==> config.mk <==
export PLATFORM = sky130hd
export DESIGN_NAME = puf_ro_compare
export DESIGN_NICKNAME = d
export VERILOG_FILES = /design/src/rtl/puf_ro_compare.sv
export SDC_FILE = /design/constraint.sdc
export NUM_CORES = 1
export LEC_CHECK = 0
export ABC_CLOCK_PERIOD_IN_PS = 1700
export CORE_ASPECT_RATIO = 0.9
export CORE_MARGIN = 4
export CORE_UTILIZATION = 35
export CTS_CLUSTER_SIZE = 10
export DETAILED_ROUTE_END_ITERATION = 7
export GPL_ROUTABILITY_DRIVEN = 0
export PLACE_DENSITY = 0.57
export SYNTH_ARGS = -nofsm -noshare
export SYNTH_HDL_FRONTEND = slang
export SYNTH_SLANG_ARGS = --single-unit
==> constraint.sdc <==
create_clock -name clk -period 1.7 [get_ports clk]
set_input_delay 0.34 -clock clk [delete_from_list [all_inputs] [get_ports clk]]
set_output_delay 0.34 -clock clk [all_outputs]
set_load 0.01 [all_outputs]
==> src/rtl/puf_ro_compare.sv <==
// puf_ro_compare: counts RO pair edges over a fixed clk window and emits a response bit plus tie flag
module puf_ro_compare #(
    parameter int CNT_W  = 16,
    parameter int WINDOW = 1024
) (
    input  logic             clk,
    input  logic             rst_n,
    input  logic             ena,
    input  logic             start,
    input  logic             ro_a,
    input  logic             ro_b,
    output logic             busy,
    output logic             resp_valid,
    output logic             resp_bit,
    output logic             resp_tie,
    output logic [CNT_W-1:0] cnt_a,
    output logic [CNT_W-1:0] cnt_b
);
    localparam int WIN_W = (WINDOW > 1) ? $clog2(WINDOW) : 1;
    localparam logic [WIN_W-1:0] WIN_LAST = WIN_W'(WINDOW - 1);

    typedef enum logic [1:0] {IDLE, COUNT, DECIDE} state_t;

    state_t             state_q, state_d;
    logic [2:0]         a_sync_q, b_sync_q;
    logic [WIN_W-1:0]   win_q, win_d;
    logic [CNT_W-1:0]   cnt_a_q, cnt_a_d, cnt_b_q, cnt_b_d;
    logic               valid_q, valid_d, bit_q, bit_d, tie_q, tie_d;
    logic               edge_a, edge_b;

    // Two flops resynchronise each oscillator, the third gives the previous level for edge detection
    always_ff @(posedge clk or negedge rst_n) begin
        if (!rst_n) begin
            a_sync_q <= '0;
            b_sync_q <= '0;
        end else begin
            a_sync_q <= {a_sync_q[1:0], ro_a};
            b_sync_q <= {b_sync_q[1:0], ro_b};
        end
    end

    assign edge_a = a_sync_q[1] & ~a_sync_q[2];
    assign edge_b = b_sync_q[1] & ~b_sync_q[2];

    // State, counters and held response
    always_ff @(posedge clk or negedge rst_n) begin
        if (!rst_n) begin
            state_q <= IDLE;
            win_q   <= '0;
            cnt_a_q <= '0;
            cnt_b_q <= '0;
            valid_q <= 1'b0;
            bit_q   <= 1'b0;
            tie_q   <= 1'b0;
        end else begin
            state_q <= state_d;
            win_q   <= win_d;
            cnt_a_q <= cnt_a_d;
            cnt_b_q <= cnt_b_d;
            valid_q <= valid_d;
            bit_q   <= bit_d;
            tie_q   <= tie_d;
        end
    end

    // Next state: clear on start, saturating count over the window, compare once, abort on ena low
    always_comb begin
        state_d = state_q;
        win_d   = win_q;
        cnt_a_d = cnt_a_q;
        cnt_b_d = cnt_b_q;
        valid_d = valid_q;
        bit_d   = bit_q;
        tie_d   = tie_q;
        case (state_q)
            IDLE: begin
                if (start && ena) begin
                    win_d   = '0;
                    cnt_a_d = '0;
                    cnt_b_d = '0;
                    valid_d = 1'b0;
                    bit_d   = 1'b0;
                    tie_d   = 1'b0;
                    state_d = COUNT;
                end
            end
            COUNT: begin
                if (!ena) begin
                    state_d = IDLE;
                end else begin
                    cnt_a_d = (edge_a && !(&cnt_a_q)) ? cnt_a_q + CNT_W'(1) : cnt_a_q;
                    cnt_b_d = (edge_b && !(&cnt_b_q)) ? cnt_b_q + CNT_W'(1) : cnt_b_q;
                    win_d   = win_q + WIN_W'(1);
                    state_d = (win_q == WIN_LAST) ? DECIDE : COUNT;
                end
            end
            DECIDE: begin
                state_d = IDLE;
                if (ena) begin
                    bit_d   = cnt_a_q > cnt_b_q;
                    tie_d   = cnt_a_q == cnt_b_q;
                    valid_d = 1'b1;
                end
            end
            default: state_d = IDLE;
        endcase
    end

    assign busy       = state_q != IDLE;
    assign resp_valid = valid_q;
    assign resp_bit   = bit_q;
    assign resp_tie   = tie_q;
    assign cnt_a      = cnt_a_q;
    assign cnt_b      = cnt_b_q;
endmodule
# Word-level counts from Yosys, hierarchy flattened
# Index checks and enable logic that the tools add are counted.
# word_totals
wordCells	62
register_bits	53
output_inout_bits	36
inputBits	6
n_memories	0
mem_bits_ro	0
latch_bits	0
ram_bits	0
# classes
n_reduce_logical	15
n_mux	21
magnitude_cmp	1
n_div	0
n_shift	0
n_bitwise	4
mul	0
addsub	3
n_eq_ne	9
# ops
operator	n
two-way mux 16 bit	5
case mux 16 bit (2 select lines)	2
adder 16 x 1 -> 16 bit, second input constant	2
AND reduction 16 bit	2
two-way mux 10 bit	2
case mux 10 bit (2 select lines)	1
== test 16 bit	1
greater-than comparator 16 bit	1
adder 10 x 1 -> 10 bit, second input constant	1
== test 10 bit, second input constant	1
inequality test 2 bit, second input constant	5
AND reduction 4 bit	2
two-way mux 2 bit	3
case mux 1 bit (2 select lines)	3
AND reduction 3 bit	2
nonzero test 2 bit	3
two-way mux 1 bit	4
case mux 2 bit (2 select lines)	1
logical AND 1 bit	3
bitwise AND 1 bit	2
== test 2 x 1 -> 1 bit, second input constant	1
== test 2 bit, second input constant	1
logical NOT 1 bit	2
logical NOT 2 bit	1
NOT 1 bit	2

# Depth between registers and ports, before layout
# depth
word_depth	6
depth_mapped	7
mapped_depth_nobuf	7

# Worst setup path after synthesis
# OpenSTA, ideal clock, no wires.
# synth_timing
path_kind	register -> register
from	reg cnt_b_q[0], in the netlist cnt_b[0]
to	reg cnt_b_q[0], in the netlist cnt_b[0]
slack_ps	-242
path_buffers	1
setup_time_ps	118
period_less_slack_ps	1942
required_ps	1582
t_arrival_ps	1824
stages_incl_launch_ff	8
path_cell_list	dfrtp_1 ha_1 nand4_1 or4_4 a31oi_4 buf_6 nor3_1 a21o_1
# synth_via
elab_chain_len	5
elab_cells_between_ends	9
cone_classes	add/sub: 1; eq/ne: 1; mux: 3; reduce/logical: 4
# synth_lines
item	line_no	source
start, declared	27	logic [CNT_W-1:0] cnt_a_q, cnt_a_d, cnt_b_q, cnt_b_d;
start signal, assigned	59	cnt_b_q <= cnt_b_d;
branches (longest 5 deep; another with adder 16 x 1 -> 16 bit)	--	
# Several ways; the timed one is not identified. The select of a mux whose other input is x is not followed.
# A chain may end at the register's enable or synchronous reset.

# Worst setup path after layout
# layout_timing
from	reg cnt_b_q[5], in the netlist cnt_b[5]
to	reg cnt_b_q[10], in the netlist cnt_b[10]
# The elaborated chain is that of the path after synthesis.

==> key figures <==
Outcome
  – Status: finished, violations left
  – Failing checks: negative hold slack, negative setup slack

STA
  – Final worst setup slack: -223 ps
  – RSZ-0062 raised after global routing: yes
  – Min cycle time layout: 1920 ps
  – Final period util: 113%
  – Slew Viols, Final: 0
  – Final Setup Violations: 26
  – Final Hold Vio Count: 5
  – Max Clock Freq: between 0.5 and 0.6 GHz
  – Worst slew pin tran: 349 ps
  – Max-slew headroom: between 70 and 80%
  – Min Hold Slack: -4.12 ps
  – Worst clock skew: roughly 9.3 ps

Routing
  – DRT Pass-1 Iters: 4
  – Routed WL: between 10000 and 15000 µm
  – # DRC: 0
  – Wire per inst: approximately 16 µm
  – Initial DRC Count: 119
  – Vias: between 3000 and 4000
  – Via density: between 5 and 6
  – Antenna-violating nets left: 0

Finish
  – Seq. cell area: ~1300 µm²
  – Final instance area: around 5300 µm²
  – FILL cells: 760
  – Antenna diode instance count: 0
  – Share of layout cells above drive strength 1: between 40% and 50%
  – Post-Layout Cell Count: 615
  – # nets final: 520
  – Area delta synth->final: 69.8%
  – Multi-input gate area: around 2200 µm²

Pwr
  – Combinational Power Share: between 20% and 30%
  – Clock power share: a little over a quarter
  – Static Leak: 2.52 nW
  – Seq pwr share: 49.1%
  – P_int: a little under 2 mW
  – NetSw: just over 800 µW
  – Switching Fraction: approximately 30%
  – PD cells: 523 nW/µm²
  – Peak VDD IR: roughly 0.00037 V

Synthesis
  – Avg Inst Size Synth: around 9.4 µm²
  – Area leader, netlist: dfrtp_1
  – Largest family of logic cells by synthesized area: simple AND/OR/NAND/NOR gates
  – Post-synth EDFFs: 0
  – Top-count cell post-synth: dfrtp_1
  – Synth Area in Compound Gates: between 10% and 20%
  – Post-synthesis adder-cell area fraction: under 10%
  – Post-synth top flop: dfrtp_1
  – Post-synthesis instance total: roughly 330
  – Post-synthesis xor/xnor area fraction: 4.81%
  – #FFs+latches synth: 53
  – Largest cells by area after synthesis: dfrtp_1 43%, ha_1 7.7%, nand3_1 3.9%
  – Post-synth ARST share: 100%
  – Post-synthesis sequential area ratio: a little over two fifths
  – Simple-gate share of the synthesized area: approximately 24%
  – Synthesized cell area: about 3100 µm²
  – Mux cell area share after synthesis: 0.647%
  – Mapped Nets: 354
  – Synth top cells by count: 53 x dfrtp_1, 28 x nor2_1, 27 x nand2_1
  – Post-synth top area share: ~43%
  – Warnings from Yosys: 0
  – Synth cell types: 51

Placed design
  – Cells after DPL: around 570
  – DP HPWL: about 6400 µm
  – Placed cell area: approximately 4300 µm²
  – Setup WS pre-CTS: -577 ps
  – Port bufs: 41

Setup path
  – Critical Path RT: between 1500 and 2000 ps
  – Slowest cell on the critical path: or4_4
  – Crit. End Element: flop
  – Worst setup SP type: flop
  – Top delay family on crit path: simple AND/OR/NAND/NOR gates
  – Slowest cell delay on critical path: 610 ps
  – Critical-path cell list: buf_4, nand4_4, or4_4, a31oi_4, buf_12, nor4_1, mux2i_1
  – Worst setup path class: reg -> reg
  – Combined buffer and inverter count along the critical path: 2
  – Worst Path Max Fanout: 11
  – WP data arrival: around 2100 ps

Global route
  – Number of global-route vias before repair: roughly 3200
  – Largest net degree at the start of global routing: 54
  – First-pass GRT wire length: 15500 µm
  – GRT Util Overall: between 10% and 20%
  – Initial antenna violation count: 0
  – Remaining global-route overflow: 0

Clock network
  – Maximum buffer depth of the clock tree: 2
  – CTS H-tree depth: 2
  – Reg clk slew, reported paths: 100 ps
  – CTS tree: done
  – CTS sink cnt: between 50 and 60
  – Clock Tree Root: clkbuf_8
  – CTS Hold Bufs: 0
  – Skew-Pair Late Insertion Delay: roughly 320 ps
  – Number of buffers created by CTS: 5

Floorplan
  – Initial Util: approximately 36%
  – Die width: between 100 and 150 µm
  – Row count: 32
  – IO Pins: 42
  – Core area: 8610 µm²
  – Die ar.: ~10000 µm²
  – Die Y: 97.2 µm

Hold path
  – Worst min path class: in -> async

Flow run
  – Maxcap violations: 0
==> power by group through the flow <==
stage	combinational [mW]	clock (mW)	sequential [mW]
floorplan	0.179	0	1.39
global route	0.718	0.801	1.36
global placement	0.472	0	1.37
detailed placement	0.484	0	1.37
finish	0.653	0.745	1.35
CTS	0.599	0.769	1.35
==> routing by layer <==
layer | wire [µm] | vias to the layer above | part of all wire (%) | track usage [%]
li1 | - | 1523 | - | -
met1 | 4390 | 1548 | 44 | 23.7
met2 | 5090 | 62 | 51 | 31.7
met3 | 401 | 13 | 4.0 | 3.19
met4 | 126 | 0 | 1.3 | 4.13
met5 | 0 | - | 0 | 0
==> worst paths after layout <==
kind	from	endpoint	slack, ps	cells after the start
min in group clk	a_sync_q[0]	a_sync_q[1]	360	0
min reg2reg	a_sync_q[0]	a_sync_q[1]	360	0
max	cnt_b[5]	cnt_b[10]	-220	7
max in group asynchronous	rst_n	cnt_b[11]	1400	2
min	rst_n	cnt_a[10]	-4	2
max reg2reg	cnt_b[5]	cnt_b[10]	-220	7
==> stage by stage <==
| step | power, mW | utilization [%] | TNS [ps] |
|---|---|---|---|
| 6_report | 2.75 | 61.0 | -3380 |
| 5_1_grt | 2.88 | 61.0 | -5450 |
| 4_1_cts | 2.72 | 55.5 | -3290 |
| 3_5_place_dp | 1.86 | 49.9 | -17090 |
| 3_3_place_gp | 1.84 | 49.9 | -16010 |
| 2_1_floorplan | 1.57 | - | -1800 |
==> sequential cells by signal (all words and copies together) (netlist names) <==
name / count
resp_tie: 1
cnt_b: 16
a_sync_q: 3
resp_bit: 1
cnt_a: 16
b_sync_q: 3
win_q: 10
resp_valid: 1
state_q: 2
==> placed cells by master, fill, tap and decap left out, types with 7 or more instances in the layout <==
cell              n
ha_1             13
dlymetal6s2s_1    7
buf_6            19
a21oi_2          11
o21ai_1           9
nand4_1           8
dfrtp_2           7
inv_1            21
a21oi_1           9
dfrtp_1          46
dlygate4sd2_1    25
buf_4           104
nand2_1          23
xnor2_1          11
nand3_1          21
nor2_1           23
==> cell type report <==
class,count,area share [%]
inverters,22,1.57
flip-flops and latches,53,25.4
clock buffers,5,1.31
repair buffers,166,27.5
clock inverters,3,0.429
multi-input cells,247,40.9
well taps,119,2.83
==> timing repair <==
item | CTS | global route
endpoints found under the setup margin | 61 | 41
buffers inserted | 20 | 20
gates resized for setup | 88 | 69
endpoints found under the hold margin | 0 | 0
cloned | 1 | 1
pin swaps | 23 | 36
==> cells by family (layout without fill, tap and decap cells) <==
| group | Yosys count | count (layout) |
|---|---|---|
| buffers and inverters | 31 | 196 |
| AOI/OAI and AO/OA | 68 | 69 |
| DFF | 53 | 53 |
| xor gates and xnor gates | 17 | 17 |
| adders and majority gates | 19 | 19 |
| and+or+nand+nor | 139 | 140 |
| muxes | 2 | 2 |
Note: power is estimated with default switching activity, not from simulation.
